## src/rtl/stream_mux_4_to_1_rr.sv

```systemverilog
// stream_mux_4_to_1_rr
//   Merges four valid/ready input streams onto one registered output stream
//   using round-robin arbitration, with optional packet locking.
//
// Ports
//   i_Clk, i_Rst_L               clock, async active-low reset
//   i_Data0..3 / i_Valid0..3     input channel beats
//   i_Last0..3                   end-of-packet marker (PACKET_MODE=1 only)
//   o_Ready0..3                  beat accepted on channel N this cycle
//   o_Data / o_Valid / o_Last    registered output beat
//   o_Sel1, o_Sel0               source channel of the output beat
//   i_Ready                      downstream accepts the output beat
//
// Lock FSM
//   state    | meaning
//   UNLOCKED | grant chosen by round-robin search from prev_q+1
//   LOCKED   | grant pinned to prev_q until a Last=1 beat transfers
module stream_mux_4_to_1_rr #(
    parameter int DATA_WIDTH  = 8,
    parameter int PACKET_MODE = 0
) (
    input  logic                  i_Clk,
    input  logic                  i_Rst_L,
    input  logic [DATA_WIDTH-1:0] i_Data0,
    input  logic [DATA_WIDTH-1:0] i_Data1,
    input  logic [DATA_WIDTH-1:0] i_Data2,
    input  logic [DATA_WIDTH-1:0] i_Data3,
    input  logic                  i_Valid0,
    input  logic                  i_Valid1,
    input  logic                  i_Valid2,
    input  logic                  i_Valid3,
    input  logic                  i_Last0,
    input  logic                  i_Last1,
    input  logic                  i_Last2,
    input  logic                  i_Last3,
    output logic                  o_Ready0,
    output logic                  o_Ready1,
    output logic                  o_Ready2,
    output logic                  o_Ready3,
    output logic [DATA_WIDTH-1:0] o_Data,
    output logic                  o_Valid,
    output logic                  o_Last,
    output logic                  o_Sel1,
    output logic                  o_Sel0,
    input  logic                  i_Ready
);

    localparam logic [0:0] UNLOCKED = 1'b0;
    localparam logic [0:0] LOCKED   = 1'b1;

    logic [DATA_WIDTH-1:0] data_q, data_d;
    logic                  valid_q, valid_d;
    logic                  last_q, last_d;
    logic [1:0]            sel_q, sel_d;
    logic [1:0]            prev_q, prev_d;
    logic [0:0]            lock_state_q, lock_state_d;

    logic [3:0]            valid_in;
    logic [3:0]            last_in;
    logic                  load;
    logic [1:0]            grant;
    logic                  grant_valid;
    logic                  grant_last;
    logic [DATA_WIDTH-1:0] grant_data;
    logic [1:0]            idx;

    assign valid_in = {i_Valid3, i_Valid2, i_Valid1, i_Valid0};
    assign last_in  = {i_Last3, i_Last2, i_Last1, i_Last0};

    // Refill whenever the output register is empty or being drained.
    assign load = !valid_q | i_Ready;

    always_comb begin
        grant       = 2'd0;
        grant_valid = 1'b0;
        idx         = 2'd0;
        if (lock_state_q == LOCKED) begin
            grant       = prev_q;
            grant_valid = valid_in[prev_q];
        end else begin
            // Walk from farthest (prev_q itself) to nearest (prev_q+1) so the
            // nearest valid channel is the last one written and wins.
            for (int k = 4; k >= 1; k--) begin
                idx = prev_q + k[1:0];
                if (valid_in[idx]) begin
                    grant       = idx;
                    grant_valid = 1'b1;
                end
            end
        end
    end

    always_comb begin
        grant_data = i_Data0;
        case (grant)
            2'd0: grant_data = i_Data0;
            2'd1: grant_data = i_Data1;
            2'd2: grant_data = i_Data2;
            default: grant_data = i_Data3;
        endcase
        grant_last = (PACKET_MODE != 0) ? last_in[grant] : 1'b1;
    end

    assign o_Ready0 = load & grant_valid & (grant == 2'd0);
    assign o_Ready1 = load & grant_valid & (grant == 2'd1);
    assign o_Ready2 = load & grant_valid & (grant == 2'd2);
    assign o_Ready3 = load & grant_valid & (grant == 2'd3);

    always_comb begin
        data_d       = data_q;
        valid_d      = valid_q;
        last_d       = last_q;
        sel_d        = sel_q;
        prev_d       = prev_q;
        lock_state_d = lock_state_q;
        if (load) begin
            valid_d = grant_valid;
            if (grant_valid) begin
                data_d = grant_data;
                last_d = grant_last;
                sel_d  = grant;
                prev_d = grant;
                // grant_last is forced 1 in beat mode, so the lock never engages.
                lock_state_d = grant_last ? UNLOCKED : LOCKED;
            end
        end
    end

    always_ff @(posedge i_Clk or negedge i_Rst_L) begin
        if (!i_Rst_L) begin
            data_q       <= '0;
            valid_q      <= 1'b0;
            last_q       <= 1'b0;
            sel_q        <= 2'd0;
            prev_q       <= 2'd3;
            lock_state_q <= UNLOCKED;
        end else begin
            data_q       <= data_d;
            valid_q      <= valid_d;
            last_q       <= last_d;
            sel_q        <= sel_d;
            prev_q       <= prev_d;
            lock_state_q <= lock_state_d;
        end
    end

    assign o_Data  = data_q;
    assign o_Valid = valid_q;
    assign o_Last  = last_q;
    assign o_Sel1  = sel_q[1];
    assign o_Sel0  = sel_q[0];

endmodule
```

## config.mk

```make
export PLATFORM = sky130hd
export DESIGN_NAME = stream_mux_4_to_1_rr
export DESIGN_NICKNAME = d
export VERILOG_FILES = /design/src/rtl/stream_mux_4_to_1_rr.sv
export SDC_FILE = /design/constraint.sdc
export NUM_CORES = 1
export LEC_CHECK = 0
export CAP_MARGIN = 25
export CORE_UTILIZATION = 35
export DETAILED_ROUTE_END_ITERATION = 10
export PLACE_DENSITY = 0.85
export SLEW_MARGIN = 20
export SYNTH_ARGS = -nofsm -noshare
export SYNTH_HDL_FRONTEND = slang
export SYNTH_SLANG_ARGS = --single-unit
export TNS_END_PERCENT = 50
```

## constraint.sdc

```tcl
create_clock -name i_Clk -period 1.9 [get_ports i_Clk]
set_input_delay 0.285 -clock i_Clk [delete_from_list [all_inputs] [get_ports i_Clk]]
set_output_delay 0.285 -clock i_Clk [all_outputs]
set_load 0.1 [all_outputs]
```

==> reports/qor.csv <==
stage;metric;value;unit
cells_and_area;fill count;174;
sta;unrepaired setup endpoints after global routing;true;
yosys;xor/xnor share of the synthesized area;0;
sta;Final Hold Vio Count;0;
pwr;Power, Total;1.80;mW
pwr;Pwr per Cell Area;1090;nW/um^2
routing;DRT Pass-1 Iters;4;
critical_path;reg2reg path depth;7;
pwr;Clk pwr share;0.098;
pwr;leakage;0.722;nW
routing;Post-Route WL;2650;um
pwr;Sw Pwr;0.947;mW
critical_path;crit-path max FO;4;
sta;fin crit share;1.04;
placed_design;pre-CTS WS;-0.230;ns
global_routing;GRT Overall Usage;0.211;
floorplanning;Core Rows;17;
placed_design;Port Buffer Count;54;
clock_network;Worst-Skew Late Latency;0.28;ns
yosys;post-synthesis sequential area ratio;0.407;
critical_path;Setup crit start;prev_q[0]$_DFFE_PN1N_;
yosys;Synth Register Bits;14;
yosys;area share of and/or/nand/nor cells after synthesis;0.144;
sta;Tmin final;1.98;ns
clock_network;CTS Sinks;14;
clock_network;# hold bufs at CTS;0;
yosys;number of synthesis warnings;0;
routing;routed vias/inst;5.06;
yosys;synth top area cells;dfrtp_1 (35%), mux2i_1 (18%), o221ai_2 (10%);
yosys;largest family of logic cells by synthesized area;compound AO/OA/AOI/OAI gates;
critical_path;CP Class;register to output pin;
yosys;Synth Area in Adders;0;
yosys;Gate Count Post-Synth;85;
clock_network;clock tree buffer depth;2;
yosys;post-synthesis mux area share;0.185;
routing;# DRC;0;
pwr;Sw Ratio;0.527;
cells_and_area;Antenna diodes;0;
cells_and_area;fraction of layout cells with a size suffix above 1;0.397;
placed_design;placed cell count;172;
sta;Layout Skew;0.00874;ns
placed_design;HPWL after DPL;2140;um
floorplanning;core area;2280;um^2
yosys;synthesized area;867;um^2
sta;fmax;506;MHz
cells_and_area;most common cell after layout, fill and taps aside;clkdlybuf4s50_1;
sta;final setup violation count;4;
routing;Final ANT Viol Nets;0;
pwr;Flop pwr share;0.236;
global_routing;largest net degree at the start of global routing;15;
yosys;Netlist cell types;21;
pwr;Logic pwr share;0.665;
global_routing;first-pass GRT wire length;4110;um
clock_network;Max H-tree Level;1;
yosys;Post-Syn Nets;128;
routing;WL per Instance;14.8;um
yosys;Compound-Gate Fraction of Synth Area;0.206;
cells_and_area;Layout Area Growth over Synthesis;89.5;%
sta;Max Slew Vio Count;0;
critical_path;Worst Path Arrival;1.69;ns
routing;via count;905;
critical_path;reg-to-reg critical path endpoint;o_Data[3]$_DFFE_PN0N_;
run;max_cap viols;0;
yosys;area share of the largest cell type after synthesis;0.346;
sta;Slew headroom;0.591;
global_routing;number of global-route vias before repair;970;
clock_network;Worst-path clk slew;0.09;ns
critical_path;CP startpoint kind;register;
sta;TNS Setup;-0.298;ns
routing;1st-iter DRT viols;11;
yosys;synthesized area per cell;10.2;um^2
floorplanning;io pins;59;
placed_design;routability cong.;0.690;
sta;Final WS setup;-0.0764;ns
run_status;outcome;finished with violations;
sta;Least-Margin Pin Slew;0.611;ns
floorplanning;chip width;51.8;um
clock_network;Num CTS Buffers;3;
clock_network;TritonCTS clock tree;done;
floorplanning;starting density of the core;0.381;
cells_and_area;Total Nets Final;195;
global_routing;GRT Residual Overflow;0;
critical_path;crit end category;output pin;
run_status;failing checks;setup timing;
cells_and_area;commonest non-fill, non-tap cells in the layout;clkdlybuf4s50_1 (34), buf_4 (24), nand2_1 (14), mux2i_1 (14), dfrtp_1 (11);
pwr;Cell Int Power;0.850;mW
yosys;cell accounting for the most synthesized area;dfrtp_1;
cells_and_area;final non-filler cell total;179;
worst_hold_path;Worst Hold Class;primary input to async pin;
floorplanning;die area;2680;um^2
sta;minimum hold slack;0.378;ns
global_routing;initial antenna violation count;0;
critical_path;FF-to-FF setup slack;0.08;ns
floorplanning;Die H;51.8;um
critical_path;worst path required time;1.62;ns
clock_network;root buffer cell;clkbuf_4;
pwr;Worst VDD drop;0.843;mV
critical_path;FF-to-FF Start;prev_q[0]$_DFFE_PN1N_;
[per-stage QoR]
step | cell area [um^2] | util
2_1_floorplan | 923 | -
3_3_place_gp | 1550 | 0.681
3_5_place_dp | 1550 | 0.681
4_1_cts | 1630 | 0.715
5_1_grt | 1640 | 0.722
6_report | 1640 | 0.722
[logic make-up (layout without fill, tap and decap cells)]
group	after synthesis	count (layout)
AO/OA/AOI/OAI	18	18
buffers and inverters	8	74
flip-flops	14	14
multiplexers	16	16
AND/OR/NAND/NOR	29	29
[cell usage after synthesis]
library cell / number
a21oi_1: 4
mux2i_1: 16
nor3_1: 1
nor2_1: 7
inv_1: 3
o221ai_2: 6
o22ai_1: 1
nor4_1: 1
o221ai_1: 2
buf_4: 3
a211oi_2: 1
nand2_1: 15
dfrtp_1: 12
a21o_1: 1
nand2b_1: 5
a21oi_2: 1
buf_2: 1
o21ai_2: 1
o21a_1: 1
dfstp_2: 2
buf_6: 1
[area by class of cell]
class | count | area (um^2) | share of cell area
Multi-Input combinational cell | 63 | 567 | 0.345
Sequential cell | 14 | 354 | 0.216
Clock buffer | 4 | 26.3 | 0.0160
Timing Repair Buffer | 67 | 647 | 0.394
Inverter | 3 | 13.8 | 0.00838
Tap cell | 28 | 35.0 | 0.0213
[worst max path at each step]
| stage | to | slack [ns] | cells after the start |
|---|---|---|---|
| after CTS | o_Ready1 | -0.09 | 7 |
| after floorplan | o_Ready0 | -0.13 | 6 |
| after global placement | o_Ready2 | -0.18 | 7 |
| final | o_Ready3 | -0.08 | 7 |
| after global routing | o_Ready2 | -0.15 | 7 |
| after detailed placement | o_Data[7]$_DFFE_PN0N_ | -0.23 | 7 |
[layer usage]
layer  share of wire  global-route usage  vias up
met2            0.56               0.411       36
met4          0.0090              0.0676        0
met3           0.066              0.0497        2
li1                -                   -      438
met1            0.36               0.216      429
met5               0                   0        -
[critical path, cell delays in order (launching register included)]
cell and delay, ns:
dfstp_2 0.54, nand2b_4 0.14, o21ai_4 0.06, a211oi_4 0.21, buf_4 0.15, buf_6 0.11, nor2_4 0.04, buf_12 0.16
[timing repair]
action | CTS | global route
pin swaps | 1 | 3
setup buffers | 3 | 0
setup endpoints to repair | 4 | 9
resized for setup | 12 | 3
[power groups by stage]
stage | clock (mW) | sequential [mW] | combinational (mW)
3_5_place_dp | 0 | 0.427 | 1.15
2_1_floorplan | 0 | 0.859 | 0.394
5_1_grt | 0.199 | 0.434 | 1.24
6_report | 0.177 | 0.425 | 1.20
4_1_cts | 0.183 | 0.426 | 1.19
3_3_place_gp | 0 | 0.426 | 1.13
[state kept, by name, indices dropped and copies added, names as in the netlist]
signal	cells
o_Data	8
o_Last	1
o_Valid	1
prev_q	2
sel_q	2
Note: power is estimated with default switching activity, not from simulation.
